[src/rtl/mem_arb_pkg.sv]
// rtl/mem_arb_pkg.sv - shared encodings and default widths for the memory port arbiter
package mem_arb_pkg;

  localparam int DEF_ADDR_W = 9;
  localparam int DEF_DATA_W = 16;
  localparam int DEF_RD_LAT = 1;

  localparam logic [1:0] ST_IDLE  = 2'd0;
  localparam logic [1:0] ST_ISSUE = 2'd1;
  localparam logic [1:0] ST_WAIT  = 2'd2;
  localparam logic [1:0] ST_RESP  = 2'd3;

  localparam logic OWN_P = 1'b0;
  localparam logic OWN_E = 1'b1;

endpackage

[src/rtl/rr_arbiter2.sv]
// rtl/rr_arbiter2.sv - combinational two-way pick between processor and external requests
module rr_arbiter2
  import mem_arb_pkg::*;
#(
  parameter int EXT_PRIO = 0
) (
  input  logic req_p,
  input  logic req_e,
  input  logic last_owner,
  output logic valid,
  output logic winner
);

  always_comb begin
    valid  = req_p | req_e;
    winner = OWN_P;
    if (req_p && req_e) begin
      // On a tie the side that did not own the last transaction goes next.
      winner = (EXT_PRIO != 0) ? OWN_E : ~last_owner;
    end else if (req_e) begin
      winner = OWN_E;
    end
  end

endmodule

[src/rtl/mem_port_arbiter.sv]
// rtl/mem_port_arbiter.sv - serialises processor and external-host accesses onto one single-port memory
module mem_port_arbiter
  import mem_arb_pkg::*;
#(
  parameter int ADDR_W   = DEF_ADDR_W,
  parameter int DATA_W   = DEF_DATA_W,
  parameter int RD_LAT   = DEF_RD_LAT,
  parameter int EXT_PRIO = 0
) (
  input  logic              clk,
  input  logic              rst,
  input  logic              p_req,
  input  logic              p_we,
  input  logic [ADDR_W-1:0] p_addr,
  input  logic [DATA_W-1:0] p_wdata,
  output logic              p_gnt,
  output logic              p_rvalid,
  output logic [DATA_W-1:0] p_rdata,
  input  logic              e_req,
  input  logic              e_we,
  input  logic [ADDR_W-1:0] e_addr,
  input  logic [DATA_W-1:0] e_wdata,
  output logic              e_gnt,
  output logic              e_rvalid,
  output logic [DATA_W-1:0] e_rdata,
  input  logic              ext_lock,
  output logic [ADDR_W-1:0] mem_addr,
  output logic [DATA_W-1:0] mem_data,
  output logic              mem_rden,
  output logic              mem_wren,
  input  logic [DATA_W-1:0] mem_q,
  output logic              busy,
  output logic              owner
);

  localparam logic [1:0] WAIT_LOAD = 2'(RD_LAT - 1);

  logic [1:0] state;
  logic [1:0] wait_cnt;
  logic       last_owner;
  logic       cur_we;
  logic       arb_valid;
  logic       arb_winner;
  logic       p_eligible;

  assign p_eligible = p_req & ~ext_lock;
  assign busy       = (state != ST_IDLE);

  rr_arbiter2 #(
    .EXT_PRIO(EXT_PRIO)
  ) u_arb (
    .req_p     (p_eligible),
    .req_e     (e_req),
    .last_owner(last_owner),
    .valid     (arb_valid),
    .winner    (arb_winner)
  );

  always_ff @(posedge clk) begin
    if (rst) begin
      state      <= ST_IDLE;
      wait_cnt   <= 2'd0;
      last_owner <= OWN_E;
      cur_we     <= 1'b0;
      owner      <= OWN_P;
      p_gnt      <= 1'b0;
      e_gnt      <= 1'b0;
      p_rvalid   <= 1'b0;
      e_rvalid   <= 1'b0;
      p_rdata    <= '0;
      e_rdata    <= '0;
      mem_addr   <= '0;
      mem_data   <= '0;
      mem_rden   <= 1'b0;
      mem_wren   <= 1'b0;
    end else begin
      p_gnt    <= 1'b0;
      e_gnt    <= 1'b0;
      p_rvalid <= 1'b0;
      e_rvalid <= 1'b0;
      mem_rden <= 1'b0;
      mem_wren <= 1'b0;
      case (state)
        ST_IDLE: begin
          if (arb_valid) begin
            state      <= ST_ISSUE;
            owner      <= arb_winner;
            last_owner <= arb_winner;
            if (arb_winner == OWN_E) begin
              e_gnt    <= 1'b1;
              mem_addr <= e_addr;
              mem_data <= e_wdata;
              cur_we   <= e_we;
              mem_wren <= e_we;
              mem_rden <= ~e_we;
            end else begin
              p_gnt    <= 1'b1;
              mem_addr <= p_addr;
              mem_data <= p_wdata;
              cur_we   <= p_we;
              mem_wren <= p_we;
              mem_rden <= ~p_we;
            end
          end
        end
        ST_ISSUE: begin
          wait_cnt <= WAIT_LOAD;
          state    <= cur_we ? ST_IDLE : ST_WAIT;
        end
        ST_WAIT: begin
          // mem_q is valid only during the final wait cycle; capture it on that edge.
          if (wait_cnt == 2'd0) begin
            state <= ST_RESP;
            if (owner == OWN_E) begin
              e_rdata  <= mem_q;
              e_rvalid <= 1'b1;
            end else begin
              p_rdata  <= mem_q;
              p_rvalid <= 1'b1;
            end
          end else begin
            wait_cnt <= wait_cnt - 2'd1;
          end
        end
        default: begin
          state <= ST_IDLE;
        end
      endcase
    end
  end

endmodule

[config.mk]
export PLATFORM = sky130hd
export DESIGN_NAME = mem_port_arbiter
export DESIGN_NICKNAME = d
export VERILOG_FILES = /design/src/rtl/mem_arb_pkg.sv /design/src/rtl/rr_arbiter2.sv /design/src/rtl/mem_port_arbiter.sv
export SDC_FILE = /design/constraint.sdc
export NUM_CORES = 1
export LEC_CHECK = 0
export ABC_AREA = 1
export BUFFER_PORTS_ARGS = -buffer_cell sky130_fd_sc_hd__buf_2
export CORE_ASPECT_RATIO = 1.75
export CORE_MARGIN = 2
export CORE_UTILIZATION = 40
export DETAILED_ROUTE_END_ITERATION = 7
export PLACE_DENSITY = 0.69
export SKIP_CTS_REPAIR_TIMING = 1
export SYNTH_ARGS = -nofsm -noshare
export SYNTH_HDL_FRONTEND = slang
export SYNTH_SLANG_ARGS = --single-unit
[constraint.sdc]
create_clock -name clk -period 2.35 [get_ports clk]
set_input_delay 0.235 -clock clk [delete_from_list [all_inputs] [get_ports clk]]
set_output_delay 0.235 -clock clk [all_outputs]
set_load 0.02 [all_outputs]
# == Word-level counts from Yosys, hierarchy flattened ==
# Cells that the tools add are included.
# word_totals
inputBits,73
register_bits,70
word_cells,60
out_inout_bits,65
# op_classes
n_eq_ne,5
reduce_logical,12
addsub,1
n_bitwise,11
n_mux,16
# ops
cell,count
16-bit two-way mux,1
9-bit two-way mux,1
1-bit inverter,9
1-bit two-way mux,8
2-bit two-way mux,4
"2-bit inequality test, second input constant",3
2-bit case mux with 3 select lines,1
2-bit AND reduction,3
3-bit AND reduction,2
3-bit OR reduction,2
2-bit logical NOT,2
2-bit case mux with 2 select lines,1
2-bit nonzero test,2
"2-bit by 1-bit == test with 1-bit output, second input constant",1
"2-bit == test, second input constant",1
"2-bit by 1-bit subtractor with 2-bit output, second input constant",1
1-bit AND,1
1-bit logical AND,1
1-bit OR,1

# == Logic depth before layout (Yosys ltp) ==
# Gate-level depths: netlist of the first run.
# logic_depth
word_depth,5
mapped_depth,9
mapped_depth_nobuf,7

# == Modules after synthesis ==
# A second synthesis of the first run with hierarchy kept.
# unflattened
cells_unflattened,423
hier_area_um2,2910.3
# modules_own_cells
module,area_per_inst_um2,cells_each,n_inst,seq_area_each_um2
mem_port_arbiter,2895.3,420,1,1401.3
rr_arbiter2,15.0,3,1,0.0

# == Worst setup path after synthesis of the first run ==
# No wires, ideal clock.
# synth_path
path_kind,flip-flop to flip-flop
from,reg wait_cnt[0]
to,reg p_rdata[3]
setup_ps,134
arrival_ps,1173
path_slack_ps,1043
path_stages_with_launch,9
n_path_buf,1
required_ps,2216
synth_period_minus_slack_ps,1307
cell_sequence,dfxtp_1 > inv_1 > ha_1 > inv_1 > nor2_2 > nand2_2 > buf_6 > nand2_1 > a21oi_1
# synth_between
elab_chain_cells,2
# synth_lines
item,line_no,rtl
start: declaration,mem_port_arbiter.sv:39,logic [1:0] wait_cnt;
start signal: assignment,mem_port_arbiter.sv:122,wait_cnt <= wait_cnt - 2'd1;
2-bit logical NOT,mem_port_arbiter.sv:112,if (wait_cnt == 2'd0) begin
3-bit AND reduction (no line),-,
end signal: assignment,mem_port_arbiter.sv:118,p_rdata <= mem_q;
end: declaration,mem_port_arbiter.sv:18,"output logic [DATA_W-1:0] p_rdata,"
# No other way between the ends.
# A chain may end at the register's enable or synchronous reset.

# == Worst setup path after layout of the first run ==
# layout_path
from,reg wait_cnt[0]
to,reg e_rdata[12]
# layout_between
elab_chain_cells,2
# layout_lines
item,line_no,rtl
2-bit logical NOT,mem_port_arbiter.sv:112,
3-bit AND reduction (no line),-,
end signal: assignment,mem_port_arbiter.sv:115,e_rdata <= mem_q;
end: declaration,mem_port_arbiter.sv:25,"output logic [DATA_W-1:0] e_rdata,"
# No other way between the ends.

==> impl_metrics.tcl, run 1 <==
set metrics [dict create \
    synth_nets 526 \
    p_leak_uw 0.002148 \
    cts_buffers 9 \
    holdCritStartpoint "mem_q[4]" \
    period_minus_slack_ns 1.483 \
    vdd_drop_max_v 0.0003912 \
    r2r-start "wait_cnt[0]" \
    synth.yosys.seq_area_share 0.4464 \
    die_area_mm2 0.008600 \
    synth_top_area_frac 0.4464 \
    clockBufferDepth 2 \
    ys_async_sr_fraction 0 \
    cp-start-kind "flop" \
    via_per_inst 4.641 \
    die_h_um 121.2 \
    synthCells 452 \
    final_util 0.5425 \
    yosys-top-cells-area "dfxtp_1 (45%), nand2_1 (12%), nor2_1 (11%), nand3_1 (7.3%), a21boi_0 (4.5%)" \
    end_kind "flop" \
    relSlewSlack 0.5822 \
    dpl.hpwl_mm 5.818 \
    port_buffers 137 \
    whs_endpoint "e_rdata[4]" \
    die_x_um 70.97 \
    area_growth_pct 30.77 \
    clock_latency_ns 0.32 \
    synth-edff-count 0 \
    overflow 0 \
    r2r_slack_ns 0.87 \
    ys_top_cells_by_count "nand2_1 (103), nor2_1 (91), dfxtp_1 (70)" \
    clock_skew_ns 0.005065 \
    drc 0 \
    first_global_vias 2842 \
    ys_ff_latch 70 \
    ys_warn_count 0 \
    cts_tree "done" \
    ant_nets 0 \
    path_class "reg2reg" \
    grt_pass1_wl_mm 12.72 \
    netlist_area_mm2 0.003139 \
    grt_max_degree 51 \
    num_rows 42 \
    core_mm2 0.007567 \
    drive_gt1_frac 0.2874 \
    wl_per_cell_um 11.54 \
    gp_congestion 0.7920 \
    finalCritPeriodShare 0.6309 \
    reg2reg_to "e_rdata[12]" \
    fmax_ghz 0.6745 \
    yosysTopAreaCell "dfxtp_1" \
    drt_pass1_iterations 4 \
    hold_ws_ns 0.1603 \
    grt.total_usage 0.1858 \
    vias 3105 \
    path_max_fanout 17 \
    avgSynthCellArea_um2 6.945 \
    drv_slew 0 \
    fin_setup_tns_ns 0 \
    startpoint "wait_cnt[0]" \
    synthFlopType "dfxtp_1" \
    start_util 0.4148 \
    nNetsFinal 650 \
    drtIter0Drc 91 \
    antenna_found_initial 0 \
    hold_viol_final 0 \
    fillCellCount 774 \
    rr_worst_depth 7 \
    min_path_type "in2reg" \
    holdPathStages 3 \
    pin_count 138 \
    worstPathArrival_ns 1.70 \
    synth_most_common_cell "nand2_1" \
    setup_viol 0 \
    power_density_mw_per_mm2 787.5 \
    ys_types 25 \
    tightest_slew_ns 0.6254 \
    cts.clk_slew.worst_paths_ns 0.05 \
    maxCapViolCount 0 \
    clockRootBuffer "clkbuf_16" \
    wl_mm 7.718 \
    clock-sinks 70 \
    rsz0062_at_grt "no" \
    required_ns 2.56 \
    cts-htree-levels 3 \
    diodes 0 \
    status "finished clean" \
]
[flip-flops by register name, summed over array words and instances, names as in the netlist]
name / count
e_rdata: 16
mem_data: 16
p_rdata: 16
mem_addr: 9
state: 2
wait_cnt: 2
cur_we: 1
e_gnt: 1
e_rvalid: 1
last_owner: 1
mem_rden: 1
mem_wren: 1
owner: 1
p_gnt: 1
p_rvalid: 1
[per-stage QoR]
stage	setup slack, ns	total power, uW	cell area [um2]	cells
floorplan	1.043	1805	3139	452
global placement	0.6173	1997	3824	653
detailed placement	0.6052	2006	3824	653
CTS	0.8552	3272	4105	669
global route	0.6836	3418	4105	669
finish	0.8674	3233	4105	669
[layer usage]
| layer | GRT usage | vias to the layer above | share of wire | routed length (um) |
|---|---|---|---|---|
| li1 | - | 1665 | - | - |
| met1 | 0.2087 | 1313 | 0.42 | 3206 |
| met2 | 0.3178 | 122 | 0.50 | 3825 |
| met3 | 0.07143 | 5 | 0.077 | 598 |
| met4 | 0.06368 | 0 | 0.011 | 88 |
| met5 | 0 | - | 0 | 0 |
[where the power goes]
group / leakage (uW) / switching [uW] / internal [uW]
logic: 0.00144 / 414 / 229
clock network: 0.000137 / 458 / 802
registers: 0.000573 / 46.7 / 1280
[cell families after synthesis]
logic type / share of synthesized area
adder cells (fa/ha/maj): 0.003985
AO/OA/AOI/OAI: 0.1275
AND/OR/NAND/NOR: 0.3240
flip-flops: 0.4464
buffers and inverters: 0.09805
[worst max path at each step]
stage	to	slack (ns)	depth (start not counted)
CTS	e_rdata[9]	0.86	7
floorplan	p_rdata[3]	1.04	8
detailed placement	wait_cnt[0]	0.61	5
finish	e_rdata[12]	0.87	7
global placement	cur_we	0.62	5
global route	e_rdata[11]	0.68	7
[placed cells by master (no fill, tap or decap)]
| cell type | instances |
|---|---|
| a21oi_4 | 1 |
| inv_2 | 5 |
| clkbuf_16 | 9 |
| clkinv_1 | 1 |
| dfxtp_1 | 70 |
| nor3_1 | 1 |
| clkbuf_8 | 3 |
| nand2_2 | 4 |
| inv_1 | 35 |
| a21boi_0 | 19 |
| nor2_1 | 91 |
| nor2_2 | 1 |
| a21oi_2 | 1 |
| nand2_1 | 103 |
| o21ai_0 | 18 |
| buf_2 | 137 |
| ha_1 | 1 |
| nand3_1 | 46 |
| nor2_4 | 1 |
| a21oi_1 | 18 |
| buf_4 | 3 |
| a21boi_1 | 6 |
| clkbuf_1 | 4 |
| nand2_4 | 1 |
| o21a_1 | 1 |
| buf_12 | 1 |
[area by class of cell]
type / count / area, um2 / area share
Multi-Input combinational cell: 313 / 1430 / 0.3484
Sequential cell: 70 / 1401 / 0.3414
Timing Repair Buffer: 141 / 728.2 / 0.1774
Clock buffer: 16 / 281.5 / 0.06858
Inverter: 41 / 153.9 / 0.03749
Tap cell: 88 / 110.1 / 0.02682
[critical path: stages (launching register included)]
cell and delay (ns):
dfxtp_1 0.31, inv_1 0.08, ha_1 0.19, nand2_1 0.10, nor2_4 0.30, inv_2 0.20, nor2_1 0.15, nor2_1 0.06
Power figures use the tool's default switching activity.
==> run 2: changes to the inputs <==
Settings changed: PLACE_DENSITY 0.69 to 0.72.
Clock period 2.35 ns to 1.28 ns, I/O delays scaled along.
==> run 2 against run 1 <==
- the run now ends with negative setup slack left
- critical path depth grew 1
- worst hold slack lost 0.11 ns
- wire length grew 6.8%
- global-route usage shrank 0.19 points
- clock-buffer cell count shrank 7
- design area grew 7.8%
- sequential power grew 83%
==> impl_metrics.tcl, run 2 (same netlist as run 1, synthesis figures left out) <==
set metrics [dict create \
    status "complete, but fails checks" \
    violations "negative setup slack" \
    drive_gt1_frac 0.3479 \
    via_per_inst 4.830 \
    wl_per_cell_um 12.07 \
    pin_count 138 \
    area_growth_pct 41.01 \
    die_x_um 70.97 \
    diodes 0 \
    min_path_type "in2reg" \
    die_area_mm2 0.008600 \
    maxCapViolCount 0 \
    first_global_vias 2867 \
    antenna_found_initial 0 \
    path_max_fanout 5 \
    drt_pass1_iterations 4 \
    drv_slew 0 \
    nNetsFinal 664 \
    ant_nets 0 \
    setup_slack_ns -0.02444 \
    path_class "reg2reg" \
    required_ns 1.53 \
    num_rows 42 \
    reg_top3 "e_rdata: 16 flops, mem_data: 16 flops, p_rdata: 16 flops" \
    power_density_mw_per_mm2 1396 \
    place_ws_ns -0.03542 \
    dpl.hpwl_mm 5.851 \
    grt_pass1_wl_mm 12.76 \
    period_minus_slack_ns 1.304 \
    relSlewSlack 0.7990 \
    rsz0062_at_grt "yes" \
    dp_cells 663 \
    final_common_cell "buf_2" \
    power.total_uw 6182 \
    worstPathArrival_ns 1.56 \
    overflow 0 \
    cp-start-kind "flop" \
    core_mm2 0.007567 \
    cts_buffers 9 \
    finalNonFillerCells 683 \
    met2WireLength_mm 4.123 \
    setup_viol 1 \
    grt_max_degree 52 \
    hold_viol_final 0 \
    routed.top_layer "met4" \
    tightest_slew_ns 0.3015 \
    grt.total_usage 0.1839 \
    cts.clk_slew.worst_paths_ns 0.06 \
    clock-sinks 70 \
    cts_tree "done" \
    clock_latency_ns 0.33 \
    vdd_drop_max_v 0.0006845 \
    drc 0 \
    cts-htree-levels 3 \
    met1Wirelength_mm 3.331 \
    fmax_ghz 0.7666 \
    drtIter0Drc 114 \
    wl_met3_um 649 \
    gp_congestion 0.8290 \
    final_cell_mix "buf_2 (137), nand2_1 (102), nor2_1 (90), dfxtp_1 (69), nand3_1 (38)" \
    vias 3299 \
    wl_mm 8.244 \
    p_leak_uw 0.002260 \
    end_kind "flop" \
    clockBufferDepth 2 \
    clock_skew_ns 0.006497 \
    finalCritPeriodShare 1.019 \
    fillCellCount 710 \
    die_h_um 121.2 \
    start_util 0.4148 \
    port_buffers 137 \
    clockRootBuffer "clkbuf_16" \
]
run 2: layer usage:
metal / track usage / vias up
met5: 0 / -
met4: 0.08019 / 0
met3: 0.06229 / 10
met2: 0.3055 / 165
met1: 0.2122 / 1431
li1: - / 1693
run 2: area by class of cell:
class | instances | area (um2) | area share
Timing Repair Buffer | 154 | 915.9 | 0.2069
Tap cell | 88 | 110.1 | 0.02487
Clock buffer | 9 | 225.2 | 0.05088
Clock inverter | 7 | 65.06 | 0.01470
Multi-Input combinational cell | 314 | 1544 | 0.3488
Sequential cell | 70 | 1403 | 0.3168
Inverter | 41 | 163.9 | 0.03703
run 2: metrics by stage:
step                area [um2]  hold slack [ns]  utilization  TNS (ns)
floorplan                 3144           0.2629            -   -0.1174
global placement          3966           0.3746       0.5241         0
detailed placement        3966           0.3789       0.5241   -0.2227
CTS                       4257          0.03759       0.5625   -0.6961
global route              4427          0.04210       0.5850   -0.4164
finish                    4427          0.04872       0.5850  -0.02444
run 2: report_power, final:
| group | total [uW] | switching (uW) | internal (uW) |
|---|---|---|---|
| Combinational | 1360 | 827 | 533 |
| Sequential | 2440 | 85.5 | 2350 |
| Clock | 2380 | 892 | 1490 |
run 2: path summary, 6_finish.rpt:
path,from,to,slack (ns),depth (start not counted)
max reg2reg,wait_cnt[1],p_rdata[11],-0.02,8
max,wait_cnt[1],p_rdata[11],-0.02,8
min reg2reg,p_rdata[7],p_rdata[7],0.47,2
min,mem_q[3],e_rdata[3],0.05,3
run 2: worst max-delay path, stage by stage (launching register included):
cell and delay (ns):
dfxtp_2 0.33, inv_2 0.07, ha_4 0.15, inv_2 0.05, nor2_4 0.12, buf_12 0.14, buf_6 0.14, nand3_2 0.10
a21oi_2 0.14
==> run 3: changes to the inputs <==
Settings changed: PLACE_DENSITY 0.72 to 0.73, SYNTH_HIERARCHICAL set to 1.
==> run 3 against run 2 <==
- the flow still finishes with violations (negative setup slack)
- area after synthesis fell by 7.3%
- power fell by 3.2%
- combinational power fell by 18%
- final cell count fell by 3.8%
- critical path depth did not move
==> impl_metrics.tcl, run 3 <==
set metrics [dict create \
    clockRootBuffer "clkbuf_16" \
    die_h_um 116.8 \
    rr_worst_depth 8 \
    violations "negative setup slack" \
    crit_top_cell "nand2_1" \
    fmax_ghz 0.7609 \
    whs_endpoint "e_rdata[14]" \
    holdCritStartpoint "mem_q[14]" \
    r2r-start "wait_cnt[1]" \
    holdPathStages 3 \
    clock-sinks 70 \
    drt_pass1_iterations 5 \
    core_mm2 0.007131 \
    setup_slack_ns -0.03419 \
    relSlewSlack 0.7418 \
    ys_types 24 \
    rsz0062_at_grt "yes" \
    crit_chain "inv_2, ha_4, nand2_4, nor2_4, clkbuf_16, nand2_1, nand2_1, nor2_1" \
    final_util 0.5824 \
    drive_gt1_frac 0.3415 \
    synthFlopType "dfxtp_1" \
    pin_count 138 \
    yosys-top-cells-area "dfxtp_1 (48%), nand2_1 (22%), nor2_1 (9.3%), nand3_1 (4.8%), o21ai_0 (3.4%)" \
    startpoint "wait_cnt[1]" \
    die_area_mm2 0.008001 \
    final_area_mm2 0.004153 \
    reg_top3 "e_rdata: 16 flops, mem_data: 16 flops, p_rdata: 16 flops" \
    dpl_cell_area_mm2 0.003722 \
    ys_async_sr_fraction 0 \
    synth.yosys.seq_area_share 0.4815 \
    finalNonFillerCells 657 \
    end_kind "flop" \
    drtIter0Drc 157 \
    maxCapViolCount 0 \
    overflow 0 \
    ant_nets 0 \
    hold_viol_final 0 \
    gp_congestion 0.7204 \
    fin_setup_tns_ns -0.1898 \
    area_growth_pct 42.69 \
    synth_most_common_cell "nand2_1" \
    place_ws_ns -0.01204 \
    drc 0 \
    cts.clk_slew.worst_paths_ns 0.05 \
    dpl.hpwl_mm 5.631 \
    finalCritPeriodShare 1.027 \
    worst_path_largest_cell_delay_ns 0.32 \
    diodes 0 \
    crit_slowest_cell "dfxtp_2" \
    ys_ff_latch 70 \
    path_max_fanout 8 \
    ys_top_cells_by_count "nand2_1 (167), nor2_1 (72), dfxtp_1 (70)" \
    port_buffers 137 \
    fillCellCount 669 \
    ys_warn_count 6 \
    grt_max_degree 35 \
    worst-path-buf-inv 2 \
    clockBufferDepth 2 \
    vdd_drop_max_v 0.0009510 \
    reg2reg_to "p_rdata[12]" \
    clock_latency_ns 0.33 \
    first_global_vias 2633 \
    wl_per_cell_um 12.08 \
    synthCells 423 \
    vias 3087 \
    cts-htree-levels 3 \
    die_x_um 68.48 \
    via_per_inst 4.699 \
    grt.total_usage 0.1874 \
    worstPathArrival_ns 1.54 \
    final_cell_mix "nand2_1 (156), buf_2 (137), nor2_1 (71), dfxtp_1 (68), nand3_1 (28)" \
    clock_skew_ns 0.002705 \
    p_leak_uw 0.002314 \
    num_rows 41 \
    min_path_type "in2reg" \
    cts_tree "done" \
    status "complete, but fails checks" \
    synth_top_area_frac 0.4815 \
    r2r_slack_ns -0.03 \
    drv_slew 0 \
    tightest_slew_ns 0.3868 \
    power_density_mw_per_mm2 1442 \
    antenna_found_initial 0 \
    wl_mm 7.939 \
    nNetsFinal 642 \
    critical-path-top-delay-family "simple AND/OR/NAND/NOR gates" \
    path_class "reg2reg" \
    cts_buffers 9 \
    synth_nets 497 \
    avgSynthCellArea_um2 6.880 \
    start_util 0.4081 \
    setup_viol 8 \
    synth-edff-count 0 \
    yosysTopAreaCell "dfxtp_1" \
    cp-start-kind "flop" \
    final_common_cell "nand2_1" \
    grt_pass1_wl_mm 11.39 \
    dp_cells 637 \
    required_ns 1.50 \
    netlist_area_mm2 0.002910 \
    period_minus_slack_ns 1.314 \
]
[run 3: worst max path at each step]
stage                  endpoint  slack, ns  cells past startpoint
detailed placement  e_rdata[13]      -0.01                      8
floorplan           e_rdata[10]       0.09                      9
CTS                  e_rdata[8]      -0.04                      8
global placement     e_rdata[2]       0.04                      8
finish              p_rdata[12]      -0.03                      8
global route        p_rdata[12]      -0.08                      8
[run 3: logic make-up (layout without fill, tap and decap cells)]
family                   Yosys count  after routing  share of synthesized area
AND/OR/NAND/NOR                  278            279                     0.3887
AO/OA/AOI/OAI                     24             24                    0.04213
adder cells (fa/ha/maj)            1              1                   0.004299
flip-flops                        70             70                     0.4815
buffers and inverters             50            197                    0.08340
[run 3: final cells by class]
cell class,instances,area [um2],share of cell area
sequential,70,1404,0.3381
multi-input combinational,304,1329,0.3200
timing repair buffer,153,907.1,0.2184
clock buffer,13,260.3,0.06267
inverter,30,115.1,0.02772
tap,86,107.6,0.02591
clock inverter,1,30.03,0.007231
[run 3: through the flow]
| step | hold WS, ns | power (uW) |
|---|---|---|
| floorplan | 0.1971 | 3120 |
| global placement | 0.3992 | 3507 |
| detailed placement | 0.4098 | 3520 |
| CTS | 0.07246 | 5959 |
| global route | 0.07434 | 6267 |
| finish | 0.05535 | 5987 |
[run 3: per-layer routing]
layer | part of all wire | up-vias | GRT usage
li1 | - | 1588 | -
met1 | 0.38 | 1348 | 0.1965
met2 | 0.53 | 134 | 0.3436
met3 | 0.071 | 17 | 0.04876
met4 | 0.025 | 0 | 0.07200
met5 | 0 | - | 0
[run 3: power breakdown]
group	internal [uW]	switching, uW
Clock	1590	841
Combinational	433	687
Sequential	2350	86.4
Total	4370	1610
[run 3: worst reg2reg max path, cell delays in order, from the launching register on]
cell and delay [ns]:
dfxtp_2 0.32, inv_2 0.06, ha_4 0.15, nand2_4 0.05, nor2_4 0.25, clkbuf_16 0.22, nand2_1 0.06, nand2_1 0.05
nor2_1 0.04
